===== config.mk =====
export PLATFORM = sky130hd
export DESIGN_NAME = tdm_mux_4x1
export DESIGN_NICKNAME = d
export VERILOG_FILES = /design/src/rtl/tdm_mux_4x1.sv
export SDC_FILE = /design/constraint.sdc
export NUM_CORES = 1
export LEC_CHECK = 0
export CAP_MARGIN = 20
export CORE_MARGIN = 5
export CORE_UTILIZATION = 24
export CTS_CLUSTER_SIZE = 24
export DETAILED_ROUTE_END_ITERATION = 10
export GPL_ROUTABILITY_DRIVEN = 0
export PLACE_DENSITY = 0.63
export SKIP_LAST_GASP = 1
export SYNTH_ARGS = -nofsm -noshare
export SYNTH_HDL_FRONTEND = slang
export SYNTH_SLANG_ARGS = --single-unit

===== constraint.sdc =====
create_clock -name clk -period 3.1 [get_ports clk]
set_input_delay 0.465 -clock clk [delete_from_list [all_inputs] [get_ports clk]]
set_output_delay 0.465 -clock clk [all_outputs]
set_load 0.05 [all_outputs]

===== src/rtl/tdm_mux_4x1.sv =====
// Four-channel time-division multiplexer with burst-limited round-robin arbitration
// into a single registered output slot with valid/ready flow control.
module tdm_mux_4x1 #(
    parameter int DATA_W    = 8,
    parameter int BURST_LEN = 4
) (
    input  logic                clk,
    input  logic                rst_n,
    input  logic [3:0]          in_valid,
    input  logic [4*DATA_W-1:0] in_data,
    output logic [3:0]          in_ready,
    output logic                out_valid,
    output logic [DATA_W-1:0]   out_data,
    output logic [1:0]          out_sel,
    input  logic                out_ready
);

    typedef enum logic {
        IDLE  = 1'b0,
        BURST = 1'b1
    } arb_state_t;

    localparam logic [3:0] BURST_MAX = 4'(BURST_LEN);

    arb_state_t          state, state_next;
    logic [1:0]          c, c_next;
    logic [3:0]          cnt, cnt_next;
    logic                out_valid_next;
    logic [DATA_W-1:0]   out_data_next;
    logic [1:0]          out_sel_next;

    logic [DATA_W-1:0]   ch_data [4];
    logic                keep;
    logic                found;
    logic [1:0]          g;
    logic [1:0]          idx;
    logic                space;
    logic                load;

    for (genvar i = 0; i < 4; i++) begin : g_split
        assign ch_data[i] = in_data[i*DATA_W +: DATA_W];
    end

    // Stay on the current channel while its burst has budget left; otherwise
    // rotate starting just after it, so an exhausted channel ends up last.
    always_comb begin
        keep  = (state == BURST) && in_valid[c] && (cnt < BURST_MAX);
        found = 1'b0;
        g     = c;
        idx   = c;
        if (keep) begin
            found = 1'b1;
        end else begin
            for (int k = 1; k <= 4; k++) begin
                idx = c + 2'(k);
                if (!found && in_valid[idx]) begin
                    found = 1'b1;
                    g     = idx;
                end
            end
        end
    end

    always_comb begin
        space    = !out_valid || out_ready;
        load     = found && space && rst_n;
        in_ready = '0;
        if (load) begin
            in_ready[g] = 1'b1;
        end
    end

    always_comb begin
        state_next     = state;
        c_next         = c;
        cnt_next       = cnt;
        out_valid_next = out_valid;
        out_data_next  = out_data;
        out_sel_next   = out_sel;
        if (load) begin
            out_valid_next = 1'b1;
            out_data_next  = ch_data[g];
            out_sel_next   = g;
            state_next     = BURST;
            if (keep) begin
                cnt_next = cnt + 4'd1;
            end else begin
                cnt_next = 4'd1;
                c_next   = g;
            end
        end else begin
            if (out_ready) begin
                out_valid_next = 1'b0;
            end
            if (state == BURST && space && !in_valid[c]) begin
                state_next = IDLE;
            end
        end
    end

    // c resets to 3 so the first search after reset starts at channel 0.
    always_ff @(posedge clk or negedge rst_n) begin
        if (!rst_n) begin
            state     <= IDLE;
            c         <= 2'd3;
            cnt       <= 4'd0;
            out_valid <= 1'b0;
            out_data  <= '0;
            out_sel   <= 2'd0;
        end else begin
            state     <= state_next;
            c         <= c_next;
            cnt       <= cnt_next;
            out_valid <= out_valid_next;
            out_data  <= out_data_next;
            out_sel   <= out_sel_next;
        end
    end

endmodule


==> results of run 1 <==
## layout by cell type, fill, tap and decap left out, types with 3 or more instances in the layout
cell,netlist,layout
nor3_1,6,4
nand2b_1,6,6
clkbuf_8,0,4
inv_1,3,3
clkdlybuf4s50_1,0,49
mux2_4,7,8
nand2_1,14,14
and2_1,12,11
a21oi_1,3,3
o21ai_0,6,5
buf_4,0,19
mux2_2,11,10
buf_12,1,4
dfrtp_1,16,16
a221o_1,8,8
## metrics by stage
| step | power (mW) | worst slack (ns) | instances | hold WS, ns |
|---|---|---|---|---|
| detailed placement | 1.80 | -0.177 | 250 | 0.459 |
| finish | 2.07 | 0.0832 | 259 | 0.476 |
| CTS | 2.01 | 0.0343 | 256 | 0.476 |
| floorplan | 1.37 | -0.0126 | 121 | 0.169 |
| global placement | 1.79 | -0.165 | 250 | 0.453 |
| global route | 2.21 | -0.00504 | 259 | 0.515 |
## synth_stat cells
| cell | instances |
|---|---|
| inv_1 | 3 |
| a21o_1 | 1 |
| and2_4 | 1 |
| mux4_2 | 1 |
| o41ai_1 | 1 |
| nand3b_1 | 1 |
| a21boi_0 | 1 |
| nor2_1 | 2 |
| and4b_1 | 1 |
| buf_6 | 2 |
| nand2b_1 | 6 |
| a21oi_1 | 3 |
| dfrtp_1 | 16 |
| or4_4 | 1 |
| nor3_1 | 6 |
| nor2b_1 | 1 |
| nor3b_1 | 1 |
| o31ai_1 | 1 |
| buf_12 | 1 |
| dfstp_2 | 2 |
| and2_1 | 12 |
| ha_1 | 1 |
| clkbuf_1 | 5 |
| mux2_2 | 11 |
| nand2_1 | 14 |
| mux2_4 | 7 |
| a211oi_1 | 1 |
| or3b_2 | 1 |
| o21ai_0 | 6 |
| a31o_2 | 2 |
| xnor2_1 | 1 |
| a221o_1 | 8 |
## power by group through the flow
| stage | clock [mW] | sequential (mW) | combinational (mW) |
|---|---|---|---|
| 2_1_floorplan | 0 | 0.611 | 0.762 |
| 3_3_place_gp | 0 | 0.407 | 1.38 |
| 3_5_place_dp | 0 | 0.411 | 1.39 |
| 4_1_cts | 0.197 | 0.408 | 1.41 |
| 5_1_grt | 0.207 | 0.422 | 1.58 |
| 6_report | 0.194 | 0.408 | 1.47 |
## logic make-up after synthesis
| logic type | after synthesis | synth area share |
|---|---|---|
| AO/OA/AOI/OAI | 24 | 0.146 |
| adder cells (fa/ha/maj) | 1 | 0.0101 |
| flip-flops | 18 | 0.365 |
| XOR/XNOR | 1 | 0.00705 |
| multiplexers | 19 | 0.202 |
| AND/OR/NAND/NOR | 47 | 0.211 |
| buffers and inverters | 11 | 0.0584 |
## per-layer routing
| metal | wire (microns) | up-vias | GRT usage |
|---|---|---|---|
| li1 | - | 575 | - |
| met1 | 1440 | 534 | 0.134 |
| met2 | 1550 | 38 | 0.153 |
| met3 | 324 | 4 | 0.0406 |
| met4 | 21 | 0 | 0.0199 |
| met5 | 0 | - | 0 |
## worst min-delay path, stage by stage, from the launching register on
cell     delay [ns]
dfrtp_1        0.35
nand2_1        0.05
nand2_1        0.05
## worst paths after layout
kind / startpoint / end / slack, ns
worst max-delay path: in_valid[3] / in_ready[2] / 0.08
worst min-delay path: state / state / 0.48
worst max register to register: c[0] / out_data[5] / 0.17
worst min register to register: state / state / 0.48
max in group asynchronous: rst_n / c[0] / 2.27
min in group asynchronous: rst_n / out_valid / 0.57
## registers in the layout, summed over array words and instances, names as in the netlist
register,flops
c,2
cnt,4
out_data,8
out_sel,2
out_valid,1
state,1
## layout make-up
| class | instances | area [sq um] |
|---|---|---|
| inverters | 3 | 11.3 |
| fillers | 514 | 3000 |
| multi-input cells | 92 | 756 |
| repair buffers | 72 | 713 |
| well taps | 70 | 87.6 |
| clock buffers | 4 | 55.1 |
| flip-flops and latches | 18 | 453 |
## what timing repair did
action,CTS,global route
pin swaps,2,1
endpoints found under the setup margin,2,4
buffers inserted,3,3
resized for setup,2,5
==> qor.yml, run 1 <==
outcome: "finished clean"
synthTopCellsByArea: "dfrtp_1 32%, mux2_2 10%, mux2_4 8.5%"
grt_first_pass_wirelength_mm: 5.31
path_max_fanout: 4
endpoint_kind: "primary output"
finalHoldViolCount: 0
initial_core_util: 0.245
grt.total_usage: 0.101
comb_power_share: 0.710
vias_per_cell: 4.44
setup_violations: 0
rows: 26
drt-total-wl_mm: 3.33
grt_pass1_vias: 1092
path_clk_slew_ns: 0.07
areaGrowthSynthToFinish_pct: 67.1
clk_latency_ns: 0.25
syn-num-nets: 161
cts_root_buf: "clkbuf_8"
grt-ovfl-total: 0
ys_ff_latch: 18
fp.dieH_microns: 82.0
ir_drop_mv: 0.400
final-max-slew-violation-count: 0
clkPwrFrac: 0.094
clock_sinks: 18
crit_required_ns: 2.63
place_hpwl_mm: 2.46
finClkSkew_ns: 0.000963
post-route-period-util: 0.973
synthCells: 121
crit_path_cell_trace: "clkdlybuf4s50_1, mux4_2, and2_4, or4_4, and2_4, and2_1, buf_12"
critPathArrivalTime_ns: 2.55
antenna_found_initial: 0
post-route-drc-count: 0
nets: 230
cts_hold_buf: 0
cts_tree: "yes"
post_dp_cell_area_sq_um: 1970
vias: 1151
synth_top_area_cell: "dfrtp_1"
cap_violations: 0
drive_gt1_frac: 0.307
postRouteAntennaNets: 0
netlist.area_leader.share: 0.322
drt_first_pass_iters: 4
initialDrtViolationCount: 60
die-area_sq_um: 6720
worst_path_max_delay_cell: "or4_4"
rsz0062_at_grt: "true"
cts_made_buffers: 3
ios: 54
cts_buffer_depth: 2
p_per_area_nw_per_um2: 998
power.internal_mw: 1.20
fin_area_sq_um: 2080
slew_headroom: 0.579
syn_area_sq_um: 1240
max_freq_mhz: 331
diodes: 0
start_kind: "primary input"
worstMarginPinSlew_ns: 0.629
cp.buffers_inverters: 2
worst_hold_path_type: "flip-flop to flip-flop"
post_drt_wl_per_cell_microns: 12.8
p_leak_nw: 0.885
critPathKind: "primary input to primary output"
grt_max_degree: 24
hold_depth: 2
p_switching_mw: 0.868
critPathMaxStageDelay_ns: 0.51
htree_levels: 1
io_buffers: 53
utilization: 0.409
reg2reg_depth: 8
p_sw_frac: 0.419
die_w_microns: 82.0
fin_crit_ns: 3.02
crit_cells: 7
synth.yosys.seq_area_share: 0.365
cp_common_cell: "and2_4"
syn_area_per_cell_sq_um: 10.3
coreArea_sq_um: 5070
setup_tns_ns: 0
synth_cell_types: 32
p_seq_frac: 0.197
ys_warn_count: 0
crit_family: "simple AND/OR/NAND/NOR gates"
(Power assumes the default switching activity.)
==> run 2, diff against run 1 <==
--- a/config.mk
+++ b/config.mk
@@ -11,8 +11,11 @@
 export CTS_CLUSTER_SIZE = 24
 export DETAILED_ROUTE_END_ITERATION = 10
 export GPL_ROUTABILITY_DRIVEN = 0
+export GPL_TIMING_DRIVEN = 0
+export HOLD_SLACK_MARGIN = 0.02
 export PLACE_DENSITY = 0.63
 export SKIP_LAST_GASP = 1
+export SLEW_MARGIN = 20
 export SYNTH_ARGS = -nofsm -noshare
 export SYNTH_HDL_FRONTEND = slang
 export SYNTH_SLANG_ARGS = --single-unit
==> run 2 against run 1 <==
Net effect: power decreased by 3.3%; clock power about the same; fmax increased by 0.39%; non-clock buffer count decreased by 5; first-iteration DRC count decreased by 63%; final area decreased by 4.3%; via count decreased by 3.2%.
==> qor.yml, run 2 (synthesized netlist as in run 1, its figures left out) <==
comb_power_share: 0.706  # -0.004
initialDrtViolationCount: 22  # -63%
worst_path_max_delay_cell: "dfstp_2"
crit_family: "simple AND/OR/NAND/NOR gates"
p_switching_mw: 0.860  # -0.94%
top_register: "out_data"
cap_violations: 0  # unchanged
die_w_microns: 82.0  # unchanged
critPathArrivalTime_ns: 2.54  # about the same
top_regs: "out_data: 8 flops, cnt: 4 flops"
fin_area_sq_um: 1990  # -4.3%
antenna_found_initial: 0  # unchanged
clk_latency_ns: 0.25  # about the same
setup_violations: 0  # unchanged
layout_common_cells: "44 x clkdlybuf4s50_1, 16 x dfrtp_1, 14 x nand2_1"
nets: 225  # -2.2%
ir_drop_mv: 0.449  # +12%
p_per_area_nw_per_um2: 1010  # +1.0%
rows: 26  # unchanged
htree_levels: 1  # unchanged
p_leak_nw: 0.857  # -3.1%
cts_buffer_depth: 2  # unchanged
outcome: "finished clean"
largest_reg_flops: 8  # unchanged
slew_headroom: 0.600  # +0.0203
path_clk_slew_ns: 0.07  # about the same
endpoint_kind: "primary output"
post_drt_wl_per_cell_microns: 13.0  # +1.2%
grt.total_usage: 0.103  # +0.00201
setup_tns_ns: 0  # unchanged
clkPwrFrac: 0.098  # +0.004
worstSetupStartpoint: "c[0]"
utilization: 0.392  # -0.0175
drt_first_pass_iters: 4  # unchanged
drive_gt1_frac: 0.299  # -0.00797
crit_required_ns: 2.63  # about the same
final_common_cell: "clkdlybuf4s50_1"
cts_root_buf: "clkbuf_8"
ios: 54  # unchanged
cts_tree: "yes"
finClkSkew_ns: 0.00159  # +0.000624 ns
vias_per_cell: 4.39  # -1.3%
grt_first_pass_wirelength_mm: 5.31  # unchanged
post_dp_cell_area_sq_um: 1870  # -5.4%
coreArea_sq_um: 5070  # unchanged
critPathMaxStageDelay_ns: 0.55  # +0.04 ns
start_kind: "flip-flop"
path_max_fanout: 7  # +3
worst_hold_path_type: "primary input to async pin"
cp.buffers_inverters: 1  # -1
io_buffers: 52  # -1.9%
fillers: 518  # +0.78%
die-area_sq_um: 6720  # unchanged
timing.rr.start: "c[0]"
finalHoldViolCount: 0  # unchanged
drt-total-wl_mm: 3.30  # -0.72%
holdWs_ns: 0.255  # -0.221 ns
postRouteAntennaNets: 0  # unchanged
post-route-period-util: 0.969  # -0.00374
p_seq_frac: 0.196  # about the same
cts_made_buffers: 3  # unchanged
critPathKind: "flip-flop to primary output"
place_hpwl_mm: 2.48  # +0.87%
max_freq_mhz: 333  # +0.39%
grt_pass1_vias: 1091  # -0.092%
final-max-slew-violation-count: 0  # unchanged
worstMarginPinSlew_ns: 0.598  # -0.0303 ns
cp_common_cell: "and2_4"
diodes: 0  # unchanged
grt-ovfl-total: 0  # unchanged
fp.dieH_microns: 82.0  # unchanged
grt_max_degree: 20  # -17%
initial_core_util: 0.245  # unchanged
post-route-drc-count: 0  # unchanged
totalPowerFinal_mw: 2.00  # -3.3%
crit_path_cell_trace: "mux4_2, and2_4, or4_4, and2_4, nor3_4, buf_6"
vias: 1114  # -3.2%
fin_crit_ns: 3.01  # -0.0116 ns
rsz0062_at_grt: "true"
areaGrowthSynthToFinish_pct: 59.9
power.internal_mw: 1.14  # -5.0%
clock_sinks: 18  # unchanged
p_sw_frac: 0.429  # +0.0102
## run 2: final timing paths
| path | end | slack [ns] | depth (start not counted) |
|---|---|---|---|
| max in group asynchronous | c[1] | 2.49 | 1 |
| hold reg to reg | state | 0.48 | 2 |
| hold / removal | out_valid | 0.25 | 1 |
| min in group clk | state | 0.48 | 2 |
| setup / recovery | in_ready[1] | 0.09 | 6 |
| setup reg to reg | out_data[5] | 0.24 | 8 |
## run 2: cell type report
class | count | area, sq um | area share
plain buffers | 6 | 41.3 | 0.0208
multi-input cells | 92 | 747 | 0.376
flip-flops and latches | 18 | 453 | 0.228
well taps | 70 | 87.6 | 0.0441
repair buffers | 61 | 592 | 0.298
clock buffers | 4 | 55.1 | 0.0277
inverters | 3 | 11.3 | 0.00567
## run 2: worst reg2reg max path: cells and delay by family, from the launching register on
kind / cells / cell delay [ns]
multiplexers: 2 / 0.86
AO/OA/AOI/OAI: 2 / 0.62
flip-flops: 1 / 0.55
AND/OR/NAND/NOR: 2 / 0.42
buffers and inverters: 2 / 0.31
## run 2: timing repair
item                                    4_1_cts  5_1_grt
gates resized for setup                      38       10
pin swaps                                     1        1
endpoints found under the setup margin       11       12
setup buffers                                 4        5
hold buffers                                  0        0
## run 2: metal layers
layer  track usage  part of all wire
met1         0.140              0.45
met2         0.153              0.44
met3        0.0406             0.091
met4        0.0199            0.0094
met5             0                 0
## run 2: power by group through the flow
stage,combinational (mW),clock [mW],sequential [mW]
2_1_floorplan,0.762,0,0.611
3_3_place_gp,1.32,0,0.391
3_5_place_dp,1.33,0,0.395
4_1_cts,1.36,0.200,0.394
5_1_grt,1.52,0.216,0.409
6_report,1.41,0.197,0.392
## run 2: per-stage QoR
stage               std cells  worst slack [ns]
detailed placement        243             -1.11
global route              254          -0.00566
finish                    254            0.0948
CTS                       250           -0.0452
global placement          243             -1.13
floorplan                 121           -0.0126
